`src/rtl/vga_timing_gen_pkg.sv`:
```
// Shared constants and elaboration helpers for the VGA raster engine.
package vga_timing_pkg;

    // 640x480 @ 60 Hz timing set (pixel ticks / lines)
    localparam int unsigned VGA640_H_ACTIVE = 640;
    localparam int unsigned VGA640_H_FP     = 16;
    localparam int unsigned VGA640_H_SYNC   = 96;
    localparam int unsigned VGA640_H_BP     = 48;
    localparam int unsigned VGA640_V_ACTIVE = 480;
    localparam int unsigned VGA640_V_FP     = 10;
    localparam int unsigned VGA640_V_SYNC   = 2;
    localparam int unsigned VGA640_V_BP     = 33;

    // Full period of one axis: visible + front porch + sync + back porch.
    function automatic int unsigned axis_total(input int unsigned active,
                                               input int unsigned fp,
                                               input int unsigned sync,
                                               input int unsigned bp);
        return active + fp + sync + bp;
    endfunction

    // Bits needed to hold 0..value-1, never less than 1 so ports stay legal.
    function automatic int unsigned clog2_min1(input int unsigned value);
        int unsigned bits;
        bits = 1;
        while ((64'(1) << bits) < 64'(value)) bits++;
        return bits;
    endfunction

endpackage

```
`src/rtl/vga_timing_gen_axis_counter.sv`:
```
// One raster axis: wrap counter plus active-region and sync decode.
module vga_axis_counter
    import vga_timing_pkg::*;
#(
    parameter int unsigned ACTIVE   = VGA640_H_ACTIVE,
    parameter int unsigned FP       = VGA640_H_FP,
    parameter int unsigned SYNC     = VGA640_H_SYNC,
    parameter int unsigned BP       = VGA640_H_BP,
    parameter bit          SYNC_POL = 1'b0,
    localparam int unsigned TOTAL   = axis_total(ACTIVE, FP, SYNC, BP),
    localparam int unsigned CNT_W   = clog2_min1(TOTAL)
) (
    input  logic             clk,
    input  logic             rst_n,
    input  logic             en,
    output logic [CNT_W-1:0] cnt,
    output logic             wrap,
    output logic             active,
    output logic             sync
);

    localparam int unsigned SYNC_START = ACTIVE + FP;
    localparam int unsigned SYNC_END   = ACTIVE + FP + SYNC;

    if (ACTIVE < 1 || FP < 1 || SYNC < 1 || BP < 1) begin : g_bad_timing
        $error("vga_axis_counter: active, porch and sync widths must all be >= 1");
    end

    assign wrap   = (cnt == CNT_W'(TOTAL - 1));
    assign active = (cnt < CNT_W'(ACTIVE));

    // Sync level decode from the current count
    always_comb begin
        sync = ~SYNC_POL;
        if (cnt >= CNT_W'(SYNC_START) && cnt < CNT_W'(SYNC_END)) begin
            sync = SYNC_POL;
        end
    end

    // Position counter, advances on enable and wraps at TOTAL-1
    always_ff @(posedge clk or negedge rst_n) begin
        if (!rst_n) begin
            cnt <= '0;
        end else if (en) begin
            cnt <= wrap ? '0 : cnt + CNT_W'(1);
        end
    end

endmodule

```
`src/rtl/vga_timing_gen.sv`:
```
// VGA raster engine: pixel-tick divider, h/v counters, framebuffer fetch and
// a two-tick output pipeline that keeps syncs and colour aligned at the pins.
module vga_timing_gen
    import vga_timing_pkg::*;
#(
    parameter int unsigned H_ACTIVE = VGA640_H_ACTIVE,
    parameter int unsigned H_FP     = VGA640_H_FP,
    parameter int unsigned H_SYNC   = VGA640_H_SYNC,
    parameter int unsigned H_BP     = VGA640_H_BP,
    parameter int unsigned V_ACTIVE = VGA640_V_ACTIVE,
    parameter int unsigned V_FP     = VGA640_V_FP,
    parameter int unsigned V_SYNC   = VGA640_V_SYNC,
    parameter int unsigned V_BP     = VGA640_V_BP,
    parameter int unsigned CLK_DIV  = 2,
    parameter int unsigned COLOR_W  = 1,
    parameter bit          SYNC_POL = 1'b0,
    localparam int unsigned X_W     = clog2_min1(H_ACTIVE),
    localparam int unsigned Y_W     = clog2_min1(V_ACTIVE)
) (
    input  logic                 clk,
    input  logic                 rst_n,
    input  logic [3*COLOR_W-1:0] pix_rgb,
    output logic                 pix_req,
    output logic [X_W-1:0]       pix_x,
    output logic [Y_W-1:0]       pix_y,
    output logic                 vga_h_sync,
    output logic                 vga_v_sync,
    output logic [COLOR_W-1:0]   vga_R,
    output logic [COLOR_W-1:0]   vga_G,
    output logic [COLOR_W-1:0]   vga_B,
    output logic                 frame_start
);

    localparam int unsigned H_TOTAL = axis_total(H_ACTIVE, H_FP, H_SYNC, H_BP);
    localparam int unsigned V_TOTAL = axis_total(V_ACTIVE, V_FP, V_SYNC, V_BP);
    localparam int unsigned HC_W    = clog2_min1(H_TOTAL);
    localparam int unsigned VC_W    = clog2_min1(V_TOTAL);
    localparam int unsigned DIV_W   = clog2_min1(CLK_DIV);

    if (CLK_DIV < 1) begin : g_bad_div
        $error("vga_timing_gen: CLK_DIV must be >= 1");
    end

    logic [DIV_W-1:0] div_cnt;
    logic             tick;
    logic [HC_W-1:0]  h_cnt;
    logic [VC_W-1:0]  v_cnt;
    logic             h_wrap, v_wrap;
    logic             h_active, v_active;
    logic             h_sync, v_sync;
    logic             at_origin;
    logic             s1_active, s1_h_sync, s1_v_sync, s1_first;

    assign tick = (div_cnt == DIV_W'(CLK_DIV - 1));

    // Pixel-tick divider, counts 0..CLK_DIV-1
    always_ff @(posedge clk or negedge rst_n) begin
        if (!rst_n) begin
            div_cnt <= '0;
        end else begin
            div_cnt <= tick ? '0 : div_cnt + DIV_W'(1);
        end
    end

    vga_axis_counter #(
        .ACTIVE   (H_ACTIVE),
        .FP       (H_FP),
        .SYNC     (H_SYNC),
        .BP       (H_BP),
        .SYNC_POL (SYNC_POL)
    ) u_h_axis (
        .clk    (clk),
        .rst_n  (rst_n),
        .en     (tick),
        .cnt    (h_cnt),
        .wrap   (h_wrap),
        .active (h_active),
        .sync   (h_sync)
    );

    vga_axis_counter #(
        .ACTIVE   (V_ACTIVE),
        .FP       (V_FP),
        .SYNC     (V_SYNC),
        .BP       (V_BP),
        .SYNC_POL (SYNC_POL)
    ) u_v_axis (
        .clk    (clk),
        .rst_n  (rst_n),
        .en     (tick & h_wrap),
        .cnt    (v_cnt),
        .wrap   (v_wrap),
        .active (v_active),
        .sync   (v_sync)
    );

    assign pix_req = tick & h_active & v_active;
    assign pix_x   = X_W'(h_cnt);
    assign pix_y   = Y_W'(v_cnt);

    // Stage 1: capture the decoded position state on each tick.
    // at_origin tracks "counters sit at (0,0)" from the wrap strobes so the
    // frame marker needs no separate full-width compare.
    always_ff @(posedge clk or negedge rst_n) begin
        if (!rst_n) begin
            at_origin <= 1'b1;
            s1_active <= 1'b0;
            s1_h_sync <= ~SYNC_POL;
            s1_v_sync <= ~SYNC_POL;
            s1_first  <= 1'b0;
        end else if (tick) begin
            at_origin <= h_wrap & v_wrap;
            s1_active <= h_active & v_active;
            s1_h_sync <= h_sync;
            s1_v_sync <= v_sync;
            s1_first  <= at_origin;
        end
    end

    // Stage 2: drive the pins; colour only from a fetched (active) pixel
    always_ff @(posedge clk or negedge rst_n) begin
        if (!rst_n) begin
            vga_h_sync <= ~SYNC_POL;
            vga_v_sync <= ~SYNC_POL;
            vga_R      <= '0;
            vga_G      <= '0;
            vga_B      <= '0;
        end else if (tick) begin
            vga_h_sync <= s1_h_sync;
            vga_v_sync <= s1_v_sync;
            if (s1_active) begin
                vga_R <= pix_rgb[3*COLOR_W-1 -: COLOR_W];
                vga_G <= pix_rgb[2*COLOR_W-1 -: COLOR_W];
                vga_B <= pix_rgb[COLOR_W-1:0];
            end else begin
                vga_R <= '0;
                vga_G <= '0;
                vga_B <= '0;
            end
        end
    end

    // One-clk marker alongside the edge that puts pixel (0,0) on the pins
    always_ff @(posedge clk or negedge rst_n) begin
        if (!rst_n) begin
            frame_start <= 1'b0;
        end else begin
            frame_start <= tick & s1_first;
        end
    end

endmodule

```
`config.mk`:
```
export PLATFORM = sky130hd
export DESIGN_NAME = vga_timing_gen
export DESIGN_NICKNAME = d
export VERILOG_FILES = /design/src/rtl/vga_timing_gen_pkg.sv /design/src/rtl/vga_timing_gen_axis_counter.sv /design/src/rtl/vga_timing_gen.sv
export SDC_FILE = /design/constraint.sdc
export NUM_CORES = 1
export LEC_CHECK = 0
export ABC_AREA = 1
export CELL_PAD_IN_SITES_DETAIL_PLACEMENT = 2
export CELL_PAD_IN_SITES_GLOBAL_PLACEMENT = 2
export CORE_MARGIN = 10
export CORE_UTILIZATION = 30
export CTS_BUF_LIST = sky130_fd_sc_hd__clkbuf_4 sky130_fd_sc_hd__clkbuf_8 sky130_fd_sc_hd__clkbuf_16
export CTS_CLUSTER_DIAMETER = 120
export DETAILED_ROUTE_END_ITERATION = 10
export PLACE_DENSITY = 0.79
export SYNTH_ARGS = -nofsm -noshare
export SYNTH_HDL_FRONTEND = slang
export SYNTH_SLANG_ARGS = --single-unit
```
`constraint.sdc`:
```
create_clock -name clk -period 2.09 [get_ports clk]
set_clock_uncertainty 0.15 [all_clocks]
set_input_delay 0.627 -clock clk [delete_from_list [all_inputs] [get_ports clk]]
set_output_delay 0.627 -clock clk [all_outputs]
set_load 0.01 [all_outputs]
```
==> results.cfg, run 1 <==
[cts]
cts_made_buffers = 5
clk_pin_slew_ps = 70
insertion_delay_ps = 290
clock_sinks = 32
cts_root_buf = clkbuf_8
cts_tree = yes
max-clock-path-buffers = 2
h-tree-depth = 2
ctsHoldBuffers = 0

[worst_setup_path]
worstPathCellList = clkdlybuf4s50_1
worstSetupEndpointType = output pin
arrival_ps = 1260
worstSetupPathType = flop to output pin
slowest_stage = clkdlybuf4s50_1
cpPeakStageDelay_ps = 570
critPathRequiredTime_ps = 1310
crit_buf_inv = 1
critPathLaunch = u_h_axis.cnt[6]
startpoint_type = flop
cpLargestDelayFamily = buffers and inverters
reg2reg_from = u_h_axis.cnt[0]
cp_max_fo = 4

[timing]
setup_viol = 0
worstMarginPinSlew_ps = 337
finalHoldViolCount = 0
rsz0062_at_grt = yes
finalCritPeriodShare_pct = 97.3
setup_slack_ps = 56.2
clock.fmax_ghz = 0.492
slew_headroom_pct = 77.5
post-route-min-period_ps = 2030
drv_slew = 0

[placed_design]
dp.cells = 319
dp_hpwl_um = 3880
post-place-ws_ps = -29.4
gp_congestion = 0.751
io_buffer_count = 30

[logic_synthesis]
synth_async_sr_flop_share_pct = 100
synth_cell_types = 31
synth_seq_area_share_pct = 46.2
ys_top_cells_by_count = nand2_1 (49), dfrtp_1 (27), nor2_1 (27)
ys_warn_count = 0
synth_edf_count = 0
synth_area_sq_um = 1750
synth_ff_type = dfrtp_1
synth_top_cell_area_share_pct = 38.7
syn_nets = 222
syn_avg_cell_area_sq_um = 8.24
syn-instance-count = 212
ys_top_cells_by_area = dfrtp_1 (39%), nand2_1 (11%), dfstp_2 (7.5%), nor2_1 (5.8%), nand3_1 (4.9%)
yosysTopAreaCell = dfrtp_1
synth_most_common_cell = nand2_1
ys_ff_latch = 32

[layout]
fin_util_pct = 41.2
area_delta_synth_final_pct = 31.4
antenna_cells = 0
reg_top3 = u_h_axis.cnt x10, u_v_axis.cnt x10
drive_above_1_share_pct = 21.5
final_cells = 328
fin_nets = 265

[routing]
route.detailed.drc = 0
ant_nets = 0
finalWirelength_um = 5170
wl_per_cell_um = 15.8
num_vias = 1553
dr.pass1.iters = 4
drt_iter0_drc = 52
post_drt_via_cell_ratio = 4.73

[floorplan]
die-area_sq_um = 9270
core_sq_um = 5570
ios = 31
die_x_um = 96.3
std_cell_rows = 27
start_util_pct = 31.3
dieHeight_um = 96.3

[hold_path]
hold_start = vga_h_sync
hold_path_class = flop to flop

[global_route]
track_usage_pct = 12.2
grt_max_degree = 33
grt_pass1_wl_um = 8810
antenna_found_initial = 0
grt-ovfl-total = 0
first_global_vias = 1745

[run]
drv_cap = 0

[run_status]
status = finished clean

[pwr]
leakage_nw = 1.14
p_total_mw = 1.16
vdd_drop_max_mv = 0.231
power_density_nw_per_um2 = 507
report_power, final:
part	switching, mW	internal, mW
Clock	0.243	0.263
Sequential	0.00145	0.622
Combinational	0.0181	0.0167
Total	0.262	0.902
per-stage QoR:
| stage | hold slack, ps | TNS, ps | area [sq um] |
|---|---|---|---|
| 2_1_floorplan | 181 | 0 | 1750 |
| 3_3_place_gp | 303 | 0 | 2190 |
| 3_5_place_dp | 309 | -29.4 | 2190 |
| 4_1_cts | 319 | 0 | 2270 |
| 5_1_grt | 336 | -13.6 | 2290 |
| 6_report | 313 | 0 | 2290 |
timing repair:
action                     CTS  global route
pin swaps                    1             2
gates resized for setup     14             7
cloned                       0             0
buffers inserted             0             1
setup endpoints to repair   10             7
hold endpoints to repair     0             0
cell families (layout without fill, tap and decap cells):
group	after synthesis	count (layout)	synth area share, %
simple gates	122	122	33.3
flops	32	32	46.2
xor+xnor	4	4	2.01
compound gates	13	13	4.44
buf+inv	36	80	10.5
fa+ha+maj	5	5	3.58
cells in the final DEF (no fill, tap or decap), types with 2 or more instances in the layout:
cell             count
nand2_1             49
nor2_1              26
dfrtp_1             25
inv_1               19
buf_4               18
nand3_1             17
clkdlybuf4s50_1     17
nor3_1               9
dlygate4sd2_1        8
o21ai_0              6
clkbuf_8             6
ha_1                 5
dfstp_2              5
nand4_1              4
xor2_1               4
dlymetal6s2s_1       4
inv_2                3
nor2_4               3
o21ai_2              3
clkinv_2             3
nor3_2               2
nor2_2               2
nand2_2              2
nor4_1               2
or2_2                2
o21ai_1              2
dfrtp_2              2
final cells by class:
cell class	instances	area, sq um
clock buffers	6	82.6
clock inverters	2	10.0
multi-input cells	144	764
inverters	23	87.6
repair buffers	49	450
well taps	72	90.1
fillers	646	3280
flip-flops and latches	32	810
final timing paths:
check / end / slack [ps] / cells past startpoint
setup / recovery: pix_x[6] / 60 / 1
hold / removal: vga_h_sync / 310 / 2
setup reg to reg: u_v_axis.cnt[1] / 330 / 7
hold reg to reg: vga_h_sync / 310 / 2
max in group asynchronous: vga_h_sync / 990 / 2
min in group asynchronous: u_v_axis.cnt[5] / 550 / 2
per-layer routing:
metal	share of wire, %	routed length [um]	track usage, %
met1	42	2200	13.8
met2	51	2660	21.7
met3	5.3	274	4.05
met4	0.77	40	3.03
met5	0	0	0
Power figures use the tool's default switching activity.
==> inputs of run 2 (changes only) <==
Settings changed: GPL_ROUTABILITY_DRIVEN from default to 0.
==> results of run 2 <==
Same layout as run 1: the final DEF is identical, and so are final timing and power.
==> inputs of run 3 (changes only) <==
Settings changed: CTS_CLUSTER_SIZE from default to 40.
==> results of run 3 <==
Same layout as run 1: the final DEF is identical, and so are final timing and power.
